### config.mk
export PLATFORM = sky130hd
export DESIGN_NAME = hazard_stall_controller
export DESIGN_NICKNAME = d
export VERILOG_FILES = /design/src/rtl/hazard_stall_controller.sv
export SDC_FILE = /design/constraint.sdc
export NUM_CORES = 1
export LEC_CHECK = 0
export ABC_AREA = 1
export BUFFER_PORTS_ARGS = -buffer_cell sky130_fd_sc_hd__buf_2
export CAP_MARGIN = 20
export CORE_ASPECT_RATIO = 1.1
export CORE_MARGIN = 5
export CORE_UTILIZATION = 41
export CTS_CLUSTER_SIZE = 16
export DETAILED_ROUTE_END_ITERATION = 8
export PLACE_DENSITY = 0.81
export SYNTH_ARGS = -nofsm -noshare
export SYNTH_HDL_FRONTEND = slang
export SYNTH_SLANG_ARGS = --single-unit
### constraint.sdc
create_clock -name CLK -period 1.65 [get_ports CLK]
set_input_delay 0.0825 -clock CLK [delete_from_list [all_inputs] [get_ports CLK]]
set_output_delay 0.0825 -clock CLK [all_outputs]
set_load 0.005 [all_outputs]
### src/rtl/hazard_stall_controller.sv
// hazard_stall_controller: pipeline hold/flush sequencer for load-use, branch, mul/div and memory waits; optional perf counters via HAZARD_PERF_COUNTERS_EN
module hazard_stall_controller #(
  parameter int MULDIV_CYCLES = 32,
  parameter int CNT_W = 8
) (
  input  logic        CLK,
  input  logic        RESET,
  input  logic [4:0]  ID_RS1,
  input  logic [4:0]  ID_RS2,
  input  logic        ID_USES_RS1,
  input  logic        ID_USES_RS2,
  input  logic [4:0]  EX_RD,
  input  logic        EX_MEM_READ,
  input  logic        EX_MULDIV,
  input  logic        EX_BRANCH_TAKEN,
  input  logic        IMEM_BUSYWAIT,
  input  logic        DMEM_BUSYWAIT,
  output logic        PC_HOLD,
  output logic        IF_ID_HOLD,
  output logic        ID_EX_HOLD,
  output logic        EX_MEM_HOLD,
  output logic        MEM_WB_HOLD,
  output logic        IF_ID_FLUSH,
  output logic        ID_EX_FLUSH,
  output logic        EX_MEM_FLUSH,
  output logic        MULDIV_BUSY,
  output logic [31:0] STALL_CYCLES,
  output logic [31:0] FLUSH_COUNT
);
  typedef enum logic {RUN, MULDIV} state_t;
  localparam logic [CNT_W-1:0] CNT_LOAD = CNT_W'(MULDIV_CYCLES - 1);
  localparam logic [CNT_W-1:0] CNT_ONE = CNT_W'(1);
  state_t state_q, state_d;
  logic [CNT_W-1:0] cnt_q, cnt_d;
  logic mem_wait, hazard, branch, md_stall, load_use, live;
  logic trig, dec, rel;
  // classify this cycle's hazard by priority: memory wait, branch, mul/div, load-use
  always_comb begin
    live = !RESET;
    mem_wait = IMEM_BUSYWAIT | DMEM_BUSYWAIT;
    hazard = EX_MEM_READ && (EX_RD != 5'd0) &&
             ((ID_USES_RS1 && (ID_RS1 == EX_RD)) || (ID_USES_RS2 && (ID_RS2 == EX_RD)));
    branch = !mem_wait && (state_q == RUN) && EX_BRANCH_TAKEN;
    md_stall = !mem_wait && !branch && ((state_q == MULDIV) ? (cnt_q != '0) : EX_MULDIV);
    load_use = !mem_wait && (state_q == RUN) && !EX_BRANCH_TAKEN && !EX_MULDIV && hazard;
  end
  // drive holds and flushes; everything is forced low while reset is asserted
  always_comb begin
    PC_HOLD = live & (mem_wait | md_stall | load_use);
    IF_ID_HOLD = live & (mem_wait | md_stall | load_use);
    ID_EX_HOLD = live & (mem_wait | md_stall);
    EX_MEM_HOLD = live & mem_wait;
    MEM_WB_HOLD = live & mem_wait;
    IF_ID_FLUSH = live & branch;
    ID_EX_FLUSH = live & (branch | load_use);
    EX_MEM_FLUSH = live & md_stall;
    MULDIV_BUSY = live & (state_q == MULDIV);
  end
  // countdown keeps running during memory waits since the mul/div unit is independent
  always_comb begin
    trig = (state_q == RUN) && !mem_wait && !EX_BRANCH_TAKEN && EX_MULDIV;
    dec = (state_q == MULDIV) && (cnt_q != '0);
    rel = (state_q == MULDIV) && !mem_wait && (cnt_q == '0);
    cnt_d = trig ? CNT_LOAD : dec ? cnt_q - CNT_ONE : cnt_q;
    state_d = trig ? MULDIV : rel ? RUN : state_q;
  end
  // FSM state and countdown register
  always_ff @(posedge CLK) begin
    if (RESET) begin
      state_q <= RUN;
      cnt_q <= '0;
    end else begin
      state_q <= state_d;
      cnt_q <= cnt_d;
    end
  end
`ifdef HAZARD_PERF_COUNTERS_EN
  logic [31:0] stall_q, stall_d, flush_q, flush_d;
  // saturating event counters
  always_comb begin
    stall_d = (PC_HOLD && (stall_q != 32'hFFFF_FFFF)) ? stall_q + 32'd1 : stall_q;
    flush_d = ((IF_ID_FLUSH | ID_EX_FLUSH) && (flush_q != 32'hFFFF_FFFF)) ? flush_q + 32'd1 : flush_q;
  end
  // counter registers, cleared by reset
  always_ff @(posedge CLK) begin
    if (RESET) begin
      stall_q <= '0;
      flush_q <= '0;
    end else begin
      stall_q <= stall_d;
      flush_q <= flush_d;
    end
  end
  assign STALL_CYCLES = RESET ? 32'd0 : stall_q;
  assign FLUSH_COUNT = RESET ? 32'd0 : flush_q;
`else
  assign STALL_CYCLES = 32'd0;
  assign FLUSH_COUNT = 32'd0;
`endif
endmodule

==> flow_summary_export.csv, run 1 <==
group,metric,value,unit
run_status,status,"finished clean",
cts,clkTransAtPathRegs,0.06,ns
global_route,grt_pass1_vias,917,
worst_setup_path,startpoint,"cnt_q[1]",
cts,cts.sinks,9,
placed_design,dp_hpwl,2.17,mm
floorplanning,ios,97,
cts,cts_buffer_depth,2,
sta,hold_slack,0.0877,ns
drt,vias_per_cell,4.03,
worst_setup_path,critical_path.endpoint,"PC_HOLD",
synth,syn_inst,221,
finish,final_common_cell,"conb_1",
cts,hold_buffers,0,
global_route,grt_max_degree,11,
global_route,antenna_found_initial,0,
finish,fillers,342,
synth,syn_avg_cell_area,6.05,sq um
finish,syn2layout_area_growth,3.09,%
worst_setup_path,crit_fanout,3,
drt,dr.pass1.iters,4,
cts,tritoncts,"yes",
cts,root_buffer,"clkbuf_4",
worst_setup_path,start_kind,"register",
drt,wl_per_cell,8.91,um
synth,synth_cell_types,21,
global_route,track_usage,0.102,
sta,post-route-min-period,1.54,ns
worst_setup_path,criticalPathCategory,"register to output pin",
worst_setup_path,arrival,1.45,ns
worst_setup_path,end_kind,"output pin",
floorplanning,core,3100,sq um
finish,layout-drive-gt1-share,0.226,
drt,ant_nets,0,
power_and_ir_drop,irDropWorstVdd,0.000174,V
cts,clk_latency,0.27,ns
sta,fmax,651,MHz
worst_setup_path,rr_startpoint,"cnt_q[0]",
worst_setup_path,crit_required,1.57,ns
synth,synth-seq-cells,9,
worst_setup_path,rr_worst_depth,9,
floorplanning,rows,21,
placed_design,place_area,1280,sq um
finish,seq_area,188,sq um
floorplanning,initial_core_util,0.431,
sta,finalSetupTns,0,ns
finish,num_antenna_cells,0,
worst_setup_path,r2r_slack,0.27,ns
floorplanning,die_w,64.4,um
synth,ys_seq_area_frac,0.135,
placed_design,port_buffers,32,
sta,rsz0062_at_grt,"false",
power_and_ir_drop,power_leakage,0.000832,uW
global_route,overflow,0,
finish,fin_area,1380,sq um
sta,setup_viol,0,
sta,drv_slew,0,
drt,totalWireLength,2.59,mm
drt,drtIter0Drc,22,
synth,syn_area,1340,sq um
drt,drcViolationCount,0,
flow_run,drv_cap,0,
floorplanning,die_y,69.9,um
power_and_ir_drop,powerDensity,539,nW/um^2
sta,finalHoldViolCount,0,
sta,finalCritPeriodShare,0.931,
sta,finalClockSkew,0.00210,ns
floorplanning,dieArea,4500,sq um
synth,yosysWarnings,0,
worst_setup_path,r2r_end,"cnt_q[2]",
hold_path,hp-class,"input port to register",
finish,layout_common_cells,"conb_1 (64), nand2_1 (51), buf_2 (32)",
drt,vias,1174,
finish,multi_input_area,831,sq um
cts,cts_buffers,3,
finish,layout.nets,284,
cts,h-tree-depth,1,
global_route,grt_pass1_wl,3.75,mm
placed_design,gp_congestion,0.814,
-- cell type report --
| type | count | share of cell area |
|---|---|---|
| multi-input combinational | 182 | 0.603 |
| timing repair buffer | 36 | 0.138 |
| clock buffer | 4 | 0.0191 |
| sequential | 9 | 0.136 |
| inverter | 26 | 0.0727 |
| tap | 34 | 0.0309 |
-- registers in the layout, indices dropped and copies added, names as in the netlist --
signal,count
cnt_q,8
state_q,1
-- layer usage --
metal | global-route usage | vias to the layer above | part of all wire
met1 | 0.111 | 497 | 0.38
li1 | - | 620 | -
met4 | 0.0704 | 0 | 0.022
met2 | 0.182 | 53 | 0.51
met3 | 0.00962 | 4 | 0.091
met5 | 0 | - | 0
-- metrics by stage --
| stage | utilization | cells | setup slack [ns] | total power, uW |
|---|---|---|---|---|
| final | 0.444 | 291 | 0.114 | 742 |
| after global routing | 0.444 | 291 | 0.00107 | 808 |
| after CTS | 0.420 | 287 | 0.0145 | 705 |
| after detailed placement | 0.412 | 283 | 0.256 | 526 |
| after global placement | 0.412 | 283 | 0.271 | 521 |
| after floorplan | - | 284 | 0.290 | 566 |
-- cells by family (layout without fill, tap and decap cells) --
kind of cell | count (synthesis) | after routing | synth area share
AOI/OAI and AO/OA | 14 | 14 | 0.0609
xor gates and xnor gates | 2 | 2 | 0.0131
adders and majority gates | 2 | 2 | 0.0187
buffers and inverters | 93 | 66 | 0.447
DFF | 9 | 9 | 0.135
other | 1 | 64 | 0.00281
and+or+nand+nor | 100 | 100 | 0.323
-- synth_stat cells --
cell | count | area share
buf_4 | 66 | 0.37
nand2_1 | 52 | 0.15
inv_1 | 25 | 0.070
nor2_1 | 22 | 0.062
nand3_1 | 13 | 0.049
dfxtp_1 | 9 | 0.13
a21oi_1 | 7 | 0.026
o21ai_0 | 6 | 0.022
nand4_1 | 3 | 0.014
ha_1 | 2 | 0.019
nand2_2 | 2 | 0.0094
nand3b_1 | 2 | 0.011
nor2_2 | 2 | 0.0094
nor3_1 | 2 | 0.0075
xor2_1 | 2 | 0.013
clkbuf_1 | 1 | 0.0028
conb_1 | 1 | 0.0028
inv_2 | 1 | 0.0028
nand4_2 | 1 | 0.0094
nor3b_1 | 1 | 0.0056
o21ai_4 | 1 | 0.012
-- worst min-delay path by stage --
| stage | depth (start not counted) | slack [ns] | from | end |
|---|---|---|---|---|
| global route | 2 | 0.08 | RESET | cnt_q[0] |
| CTS | 2 | 0.09 | RESET | cnt_q[4] |
| finish | 2 | 0.09 | RESET | cnt_q[0] |
| detailed placement | 2 | 0.38 | RESET | cnt_q[4] |
| global placement | 2 | 0.37 | RESET | cnt_q[0] |
| floorplan | 2 | 0.29 | EX_BRANCH_TAKEN | IF_ID_FLUSH |
-- timing repair --
| item | 4_1_cts | 5_1_grt |
|---|---|---|
| endpoints found under the setup margin | 2 | 3 |
| pin swaps | 0 | 5 |
| setup buffers | 0 | 4 |
| hold endpoints to repair | 0 | 0 |
| gates resized for setup | 1 | 16 |
-- power by group --
group | switching, uW | total (uW) | leakage, uW | internal (uW)
Clock | 83.4 | 177 | 0.0000150 | 93.6
Sequential | 18.4 | 251 | 0.0000758 | 232
Combinational | 190 | 314 | 0.000741 | 124
-- critical path: stages, from the launching register on --
cell	delay, ns
dfxtp_1	0.37
inv_2	0.07
ha_4	0.15
nand2_2	0.10
nor2_2	0.05
nand2_1	0.05
nand3b_1	0.09
nand2_1	0.09
inv_1	0.04
nand2_1	0.06
buf_2	0.11
Note: power is estimated with default switching activity, not from simulation.
==> run 2, diff against run 1 <==
--- a/config.mk
+++ b/config.mk
@@ -10,10 +10,10 @@
 export CAP_MARGIN = 20
 export CORE_ASPECT_RATIO = 1.1
 export CORE_MARGIN = 5
-export CORE_UTILIZATION = 41
+export CORE_UTILIZATION = 37
 export CTS_CLUSTER_SIZE = 16
 export DETAILED_ROUTE_END_ITERATION = 8
-export PLACE_DENSITY = 0.81
+export PLACE_DENSITY = 0.77
 export SYNTH_ARGS = -nofsm -noshare
 export SYNTH_HDL_FRONTEND = slang
 export SYNTH_SLANG_ARGS = --single-unit
==> constraint.sdc (replaced) <==
create_clock -name CLK -period 1.2 [get_ports CLK]
set_input_delay 0.06 -clock CLK [delete_from_list [all_inputs] [get_ports CLK]]
set_output_delay 0.06 -clock CLK [all_outputs]
set_load 0.005 [all_outputs]
==> run 2 against run 1 <==
Net effect:
- the run now ends with setup timing left
- hold slack improved by 0.041 ns
- global-route usage up 1.3 points
- power is 75% higher
- cell area grew 20%
- count of clock-buffer cells in the layout unchanged
- non-clock buffer count up 20
- final cell count is 12% higher
- wire length up 21%
- register-to-register slack worse by 0.49 ns
- first-iteration DRC count rose by 110%
- critical path type unchanged
- largest cell class unchanged
- largest power group unchanged
==> flow_summary_export.csv, run 2 (synthesized netlist as in run 1, its figures left out) <==
group,metric,value,unit
finish,fillers,352,
sta,fin_ws,-0.234,ns
placed_design,dp_cells,315,
finish,final_common_cell,"conb_1",
global_route,grt_pass1_vias,1121,
floorplanning,ios,97,
finish,num_antenna_cells,0,
worst_setup_path,rr_startpoint,"cnt_q[1]",
drt,vias_per_cell,4.01,
cts,hold_buffers,0,
worst_setup_path,crit_required,1.14,ns
power_and_ir_drop,intPower,816,uW
run_status,violations,"setup timing",
cts,cts_buffer_depth,2,
hold_path,min_path_cells,2,
sta,setup_viol,14,
sta,rsz0062_at_grt,"true",
power_and_ir_drop,power_frac_seq,0.260,
drt,drtIter0Drc,46,
hold_path,hp-class,"input port to register",
power_and_ir_drop,irDropWorstVdd,0.000281,V
finish,layout_common_cells,"conb_1 (64), nand2_1 (47), buf_2 (31)",
sta,drv_slew,0,
power_and_ir_drop,power_frac_comb,0.452,
finish,biggestRegsByFlops,"cnt_q x8, state_q x1",
sta,finalHoldViolCount,0,
cts,root_buffer,"clkbuf_8",
drt,met2_length,1.71,mm
global_route,antenna_found_initial,0,
power_and_ir_drop,switching_share,0.372,
cts,h-tree-depth,1,
power_and_ir_drop,power_leakage,0.000948,uW
worst_setup_path,r2r_slack,-0.22,ns
drt,wl_met3,304,um
floorplanning,die_w,67.3,um
placed_design,gp_congestion,0.810,
global_route,overflow,0,
drt,ant_nets,0,
cts,clkTransAtPathRegs,0.05,ns
flow_run,drv_cap,0,
power_and_ir_drop,clkPwrFrac,0.288,
floorplanning,initial_core_util,0.374,
sta,post-route-min-period,1.43,ns
finish,layout.nets,304,
global_route,grt_pass1_wl,4.40,mm
floorplanning,core,3570,sq um
worst_setup_path,crit_fanout,2,
hold_path,min_from,"RESET",
cts,clk_latency,0.24,ns
finish,layout-drive-gt1-share,0.336,
worst_setup_path,arrival,1.37,ns
cts,cts.sinks,9,
finish,largest_register_ffs,8,
hold_path,worst_hold_path.endpoint,"cnt_q[3]",
drt,top_layer,"met4",
worst_setup_path,criticalPathCategory,"register to output pin",
cts,tritoncts,"yes",
worst_setup_path,rr_worst_depth,9,
cts,cts_buffers,3,
run_status,status,"finished, violations left",
worst_setup_path,end_kind,"output pin",
global_route,track_usage,0.115,
sta,fmax,697,MHz
drt,totalWireLength,3.14,mm
finish,top_register,"cnt_q",
worst_setup_path,start_kind,"register",
placed_design,port_buffers,32,
drt,wl_per_cell,9.61,um
drt,vias,1311,
sta,finalSetupTns,-2.68,ns
finish,fin_cells,327,
worst_setup_path,r2r_end,"cnt_q[2]",
global_route,grt_max_degree,11,
drt,wl_met1,1.08,mm
floorplanning,rows,23,
power_and_ir_drop,powerDensity,783,nW/um^2
power_and_ir_drop,switchingPower,484,uW
drt,dr.pass1.iters,4,
placed_design,dp_hpwl,2.45,mm
floorplanning,die_y,73.0,um
drt,drcViolationCount,0,
sta,finalClockSkew,0.00205,ns
sta,finalCritPeriodShare,1.20,
floorplanning,dieArea,4910,sq um
finish,syn2layout_area_growth,24.2,%
-- run 2: cell type report --
type	count	area, sq um	share of cell area
Sequential cell	9	188	0.113
Clock buffer	4	45.0	0.0271
Multi-Input combinational cell	182	898	0.541
Inverter	26	100	0.0603
Tap cell	50	62.6	0.0377
Timing Repair Buffer	56	365	0.220
-- run 2: worst max-delay path: stages (launching register included) --
cell,delay (ns)
dfxtp_2,0.32
inv_2,0.07
ha_4,0.13
nand2_4,0.05
nor2_4,0.09
nand2_1,0.06
nand3b_1,0.09
nand2_1,0.08
inv_1,0.06
nand2_2,0.04
buf_2,0.12
-- run 2: routing by layer --
metal  vias up  track usage
li1        662            -
met4         0       0.0541
met2        63        0.225
met1       581        0.111
met3         5       0.0231
met5         -            0
-- run 2: per-stage QoR --
| step | util | hold slack (ns) | power, uW | instance area (sq um) | setup slack (ns) |
|---|---|---|---|---|---|
| 3_3_place_gp | 0.407 | 0.364 | 800 | 1450 | 0.00304 |
| 2_1_floorplan | - | 0.249 | 805 | 1610 | 0.000822 |
| 6_report | 0.465 | 0.128 | 1300 | 1660 | -0.234 |
| 3_5_place_dp | 0.407 | 0.364 | 808 | 1450 | 0.00141 |
| 5_1_grt | 0.465 | 0.149 | 1390 | 1660 | -0.349 |
| 4_1_cts | 0.430 | 0.111 | 1210 | 1530 | -0.239 |
-- run 2: timing repair --
action                                  CTS  global route
endpoints found under the setup margin    4            14
setup buffers                             3             5
hold endpoints to repair                  0             0
gates resized for setup                   4            26
pin swaps                                 7            17
-- run 2: worst max-delay path by stage --
stage	from	end
floorplan	cnt_q[0]	PC_HOLD
global placement	cnt_q[7]	PC_HOLD
detailed placement	cnt_q[1]	PC_HOLD
CTS	cnt_q[0]	PC_HOLD
global route	cnt_q[1]	PC_HOLD
finish	cnt_q[1]	PC_HOLD
-- run 2: power by group through the flow --
stage                     clock (uW)  combinational, uW  sequential (uW)
final                            374                588              338
after global routing             388                660              339
after CTS                        377                500              334
after detailed placement           0                469              339
after global placement             0                460              339
after floorplan                    0                461              344
